### src/rtl/output_handler.sv
// rtl/output_handler.sv - serialises command + result buffer as an ASCII hex frame to the UART
// Optional checksum bytes before the terminator: OUTPUT_HANDLER_CHECKSUM_EN.
module output_handler #(
  parameter logic [7:0] ID_CHAR     = 8'h4C,
  parameter logic [7:0] TERM_CHAR   = 8'h0A,
  parameter int         MAX_NIBBLES = 64
) (
  input  logic         clk,
  input  logic         rst,
  input  logic         start,
  input  logic [7:0]   command,
  input  logic [15:0]  data_count,
  input  logic [255:0] buffer,
  input  logic         byte_ready,
  output logic [7:0]   byte_out,
  output logic         byte_valid,
  output logic         busy,
  output logic         done
);

`ifdef OUTPUT_HANDLER_CHECKSUM_EN
  typedef enum logic [2:0] {S_IDLE, S_ID, S_CMD, S_DATA, S_CSUM, S_TERM, S_DONE} state_t;
`else
  typedef enum logic [2:0] {S_IDLE, S_ID, S_CMD, S_DATA, S_TERM, S_DONE} state_t;
`endif

  state_t         state;
  logic [3:0]     cmd_q;
  logic [255:0]   buf_q;
  logic [6:0]     n_q;
  logic [6:0]     idx;
  logic [6:0]     n_in;
  logic [6:0]     sel_idx;
  logic [3:0]     sel_nib;
  logic           xfer;
  logic           unused_cmd_hi;

  function automatic logic [7:0] hex2ascii(input logic [3:0] n);
    return (n < 4'd10) ? (8'h30 + {4'h0, n}) : (8'h37 + {4'h0, n});
  endfunction

  assign xfer          = byte_valid & byte_ready;
  assign unused_cmd_hi = ^command[7:4];
  assign n_in          = (data_count > 16'(MAX_NIBBLES)) ? 7'(MAX_NIBBLES) : data_count[6:0];
  // Nibble presented after the current transfer: first data nibble from CMD, else the next lower one.
  assign sel_idx       = (state == S_CMD) ? (n_q - 7'd1) : (idx - 7'd1);
  assign sel_nib       = buf_q[{sel_idx[5:0], 2'b00} +: 4];

`ifdef OUTPUT_HANDLER_CHECKSUM_EN
  logic [7:0] sum;
  logic [7:0] sum_next;
  logic [3:0] add_nib;
  logic       csum_lo;

  // Sum including the byte being transferred, so CSUM can present its high digit on the same edge.
  assign add_nib  = (state == S_CMD) ? cmd_q : buf_q[{idx[5:0], 2'b00} +: 4];
  assign sum_next = sum + {4'h0, add_nib};
`endif

  always_ff @(posedge clk or negedge rst) begin
    if (!rst) begin
      state      <= S_IDLE;
      cmd_q      <= '0;
      buf_q      <= '0;
      n_q        <= '0;
      idx        <= '0;
      byte_out   <= '0;
      byte_valid <= 1'b0;
      busy       <= 1'b0;
      done       <= 1'b0;
`ifdef OUTPUT_HANDLER_CHECKSUM_EN
      sum        <= '0;
      csum_lo    <= 1'b0;
`endif
    end else begin
      done <= 1'b0;
      case (state)
        S_IDLE: begin
          if (start) begin
            cmd_q      <= command[3:0];
            buf_q      <= buffer;
            n_q        <= n_in;
            idx        <= '0;
            busy       <= 1'b1;
            byte_out   <= ID_CHAR;
            byte_valid <= 1'b1;
            state      <= S_ID;
`ifdef OUTPUT_HANDLER_CHECKSUM_EN
            sum        <= '0;
            csum_lo    <= 1'b0;
`endif
          end
        end
        S_ID: begin
          if (xfer) begin
            byte_out <= hex2ascii(cmd_q);
            state    <= S_CMD;
          end
        end
        S_CMD: begin
          if (xfer) begin
`ifdef OUTPUT_HANDLER_CHECKSUM_EN
            sum <= sum_next;
`endif
            if (n_q != 7'd0) begin
              idx      <= n_q - 7'd1;
              byte_out <= hex2ascii(sel_nib);
              state    <= S_DATA;
            end else begin
`ifdef OUTPUT_HANDLER_CHECKSUM_EN
              byte_out <= hex2ascii(sum_next[7:4]);
              state    <= S_CSUM;
`else
              byte_out <= TERM_CHAR;
              state    <= S_TERM;
`endif
            end
          end
        end
        S_DATA: begin
          if (xfer) begin
`ifdef OUTPUT_HANDLER_CHECKSUM_EN
            sum <= sum_next;
`endif
            if (idx != 7'd0) begin
              idx      <= idx - 7'd1;
              byte_out <= hex2ascii(sel_nib);
            end else begin
`ifdef OUTPUT_HANDLER_CHECKSUM_EN
              byte_out <= hex2ascii(sum_next[7:4]);
              state    <= S_CSUM;
`else
              byte_out <= TERM_CHAR;
              state    <= S_TERM;
`endif
            end
          end
        end
`ifdef OUTPUT_HANDLER_CHECKSUM_EN
        S_CSUM: begin
          if (xfer) begin
            if (!csum_lo) begin
              byte_out <= hex2ascii(sum[3:0]);
              csum_lo  <= 1'b1;
            end else begin
              byte_out <= TERM_CHAR;
              state    <= S_TERM;
            end
          end
        end
`endif
        S_TERM: begin
          if (xfer) begin
            byte_valid <= 1'b0;
            busy       <= 1'b0;
            done       <= 1'b1;
            state      <= S_DONE;
          end
        end
        S_DONE:  state <= S_IDLE;
        default: state <= S_IDLE;
      endcase
    end
  end

endmodule

### config.mk
export PLATFORM = sky130hd
export DESIGN_NAME = output_handler
export DESIGN_NICKNAME = d
export VERILOG_FILES = /design/src/rtl/output_handler.sv
export SDC_FILE = /design/constraint.sdc
export NUM_CORES = 1
export LEC_CHECK = 0
export CORE_AREA = 8 8 187 278
export DETAILED_ROUTE_END_ITERATION = 16
export DIE_AREA = 0 0 195 286
export GPL_ROUTABILITY_DRIVEN = 0
export PLACE_DENSITY_LB_ADDON = 0.1
export SYNTH_ARGS = -nofsm -noshare
export SYNTH_HDL_FRONTEND = slang
export SYNTH_SLANG_ARGS = --single-unit
### constraint.sdc
create_clock -name clk -period 3.7 [get_ports clk]
set_input_delay 0.925 -clock clk [delete_from_list [all_inputs] [get_ports clk]]
set_output_delay 0.925 -clock clk [all_outputs]
set_load 0.03 [all_outputs]
==> key figures <==
Die
  • Row cnt: 99
  • Die W: 195 um
  • Die H: 286 um
  • Ports: 295
  • Die area: 0.0558 mm2
  • Starting Density: 0.295
  • Core area: 0.0481 mm2

Global routing
  • Vias in the first global route: 13300
  • GRT Util Overall: 0.182
  • First-pass GRT wire length: 79800 um
  • Global route hottest layer: met2
  • Initial antenna violation count: 2
  • GR Layer Usage met3: 0.0265
  • Total congestion overflow: 0
  • Routing usage on met1: 0.225
  • GR met2 Demand/Resource: 0.326
  • Largest net degree at the start of global routing: 112

Clock tree
  • Reg clk slew, reported paths: 70 ps
  • Num CTS Buffers: 31
  • Clk_lat worst skew: 580 ps
  • CTS tree: done
  • CTS Sinks: 286
  • Clock Tree Root: clkbuf_16
  • # H-tree levels: 1
  • Clk buf depth: 3

STA
  • Clock Skew: 16.1 ps
  • F_max: 281 MHz
  • Final setup viols: 0
  • Period utilization: 0.961
  • Final Critical Period: 3560 ps
  • Pins Over Slew Limit: 0
  • RSZ-0062 raised after global routing: false
  • Final hold violations: 0
  • Rel. slew slack: 0.420
  • Setup_tns: 0 ps
  • Worst Max-Slew Pin Slew: 863 ps
  • WHS: 331 ps

Routing
  • Initial DRC Count: 698
  • Antenna Nets Post-Route: 0
  • Via count: 12600
  • # DRC: 0
  • Via-per-instance ratio: 4.78
  • Drt pass-1 iters: 6
  • Routed WL per cell: 19.6 um
  • Routed WL: 51700 um

Synthesis
  • Synth Register Bits: 286
  • Yosys top cell by area: dfrtp_1
  • Most common library cells after synthesis: 918 x nand2_1, 286 x dfrtp_1, 69 x clkbuf_1, 62 x mux2i_1, 58 x nand3_1
  • Post-synth ARST share: 1.00
  • Synth Cell Area: 0.0142 mm2
  • Top-count cell post-synth: nand2_1
  • Synth area leaders: dfrtp_1 50%, nand2_1 24%, mux2i_1 4.4%, nand3_1 2.0%, clkbuf_1 1.8%
  • Distinct cells, synth: 73
  • Syn Inst Count: 1721
  • Ys Warns: 0
  • Seq/Total Area, Yosys: 0.505
  • EDFF count, synth: 0
  • Top FF cell, synth: dfrtp_1
  • Synth Area per Inst: 8.24 um2
  • Synth top area share: 0.505
  • Post-Syn Nets: 2009

Worst setup path
  • Crit path capture type: flop
  • Reg-to-Reg Start: n_q[0]$_DFFE_PN0P_
  • Reg-to-Reg End: byte_out[2]$_DFFE_PN0P_
  • Startpoint class of the critical path: flop
  • Worst-path fanout max: 11
  • Reg2Reg Depth: 15
  • Critical path required time: 4200 ps
  • R2r setup slk: 140 ps
  • WS Path Type: flop to flop
  • Worst Path Arrival: 4060 ps

Layout
  • End-of-flow core utilization: 0.401
  • Synth-to-Final Area Change: 36.0%
  • Layout cell share with drive strength beyond 1: 0.0875
  • Fin cells: 2643
  • Fin nets: 2299

Pwr
  • Pleak: 9.40 nW
  • PD cells: 383 mW/mm2
  • Max VDD drop: 0.000303 V

Place
  • PortBufs: 289
  • Placed Cells: 2578
  • HPWL after DPL: 37900 um

Run status
  • Outcome: finished, final reports clean

Run
  • Max Cap Viol: 0

Min path
  • Hold Crit Class: input port to async pin
==> per-stage QoR <==
| step | power (mW) | worst slack, ps | cell area [um2] |
|---|---|---|---|
| floorplan | 3.60 | 136 | 14200 |
| global placement | 4.08 | 68.4 | 18000 |
| detailed placement | 4.09 | 37.8 | 18000 |
| CTS | 7.48 | 15.9 | 19100 |
| global route | 7.67 | 3.04 | 19300 |
| finish | 7.37 | 145 | 19300 |
==> placed cells by master (no fill, tap or decap), types with 8 or more instances in the layout <==
| master | instances |
|---|---|
| mux2i_1 | 58 |
| nor3_1 | 13 |
| nand3_1 | 58 |
| o21ai_0 | 31 |
| clkdlybuf4s50_1 | 288 |
| inv_1 | 11 |
| a211oi_1 | 13 |
| buf_12 | 16 |
| a31oi_1 | 8 |
| a311oi_1 | 8 |
| a21oi_1 | 43 |
| nand2_1 | 918 |
| dfrtp_1 | 286 |
| clkbuf_16 | 33 |
| clkbuf_8 | 10 |
| nor2_1 | 19 |
| buf_4 | 58 |
| a22oi_1 | 18 |
==> critical path: stages, from the launching register on <==
cell and delay, ps:
dfrtp_1 350, clkinv_1 90, ha_1 340, and4bb_2 290, a21oi_4 270, buf_4 200, clkbuf_16 160, buf_4 120
a21oi_1 60, a22oi_1 310, a22oi_1 130, a21oi_1 460, a211oi_4 120, nor2b_1 170, mux2_4 310, o22ai_2 80
==> where the power goes <==
part | internal, mW | switching, mW
clock | 2.01 | 1.33
sequential | 3.28 | 0.0816
combinational | 0.394 | 0.279
==> repair_timing <==
action | 4_1_cts | 5_1_grt
hold buffers | 0 | 0
setup endpoints to repair | 1 | 7
cloned | 0 | 2
gates resized for setup | 1 | 14
pin swaps | 0 | 2
buffers inserted | 0 | 4
==> routing by layer <==
layer / wire, um / share of wire
met1: 21900 / 0.42
met2: 26600 / 0.51
met3: 2140 / 0.041
met4: 1100 / 0.021
met5: 0 / 0
==> area by class of cell <==
cell class / instances / area [um2]
Antenna cell: 2 / 5.00
Clock buffer: 43 / 921
Clock inverter: 14 / 183
Fill cell: 4922 / 28800
Inverter: 12 / 45.0
Multi-Input combinational cell: 1314 / 6490
Sequential cell: 286 / 7160
Tap cell: 606 / 758
Timing Repair Buffer: 366 / 3710
==> worst max-delay path by stage <==
stage / startpoint / slack [ps] / cells past startpoint / endpoint
6_report: n_q[0]$_DFFE_PN0P_ / 140 / 15 / byte_out[2]$_DFFE_PN0P_
5_1_grt: n_q[1]$_DFFE_PN0P_ / 3 / 13 / byte_out[2]$_DFFE_PN0P_
4_1_cts: state[2]$_DFFE_PN0P_ / 20 / 12 / byte_out[2]$_DFFE_PN0P_
3_5_place_dp: state[2]$_DFFE_PN0P_ / 40 / 13 / byte_out[2]$_DFFE_PN0P_
3_3_place_gp: n_q[0]$_DFFE_PN0P_ / 70 / 15 / byte_out[2]$_DFFE_PN0P_
2_1_floorplan: n_q[0]$_DFFE_PN0P_ / 140 / 17 / byte_out[2]$_DFFE_PN0P_
==> sequential cells by signal, indices dropped and copies added, names as in the netlist <==
signal and flops:
busy 1, buf_q 256, n_q 7, byte_out 7, idx 7, state 3, cmd_q 4, done 1
==> cell families after synthesis <==
family	after synthesis	share of synthesized area
simple gates	1056	0.298
buf+inv	121	0.0434
fa+ha+maj	4	0.00353
other cells	1	0.000265
flops	286	0.505
xor+xnor	8	0.00494
mux	75	0.0618
compound gates	170	0.0829
Note: power is estimated with default switching activity, not from simulation.
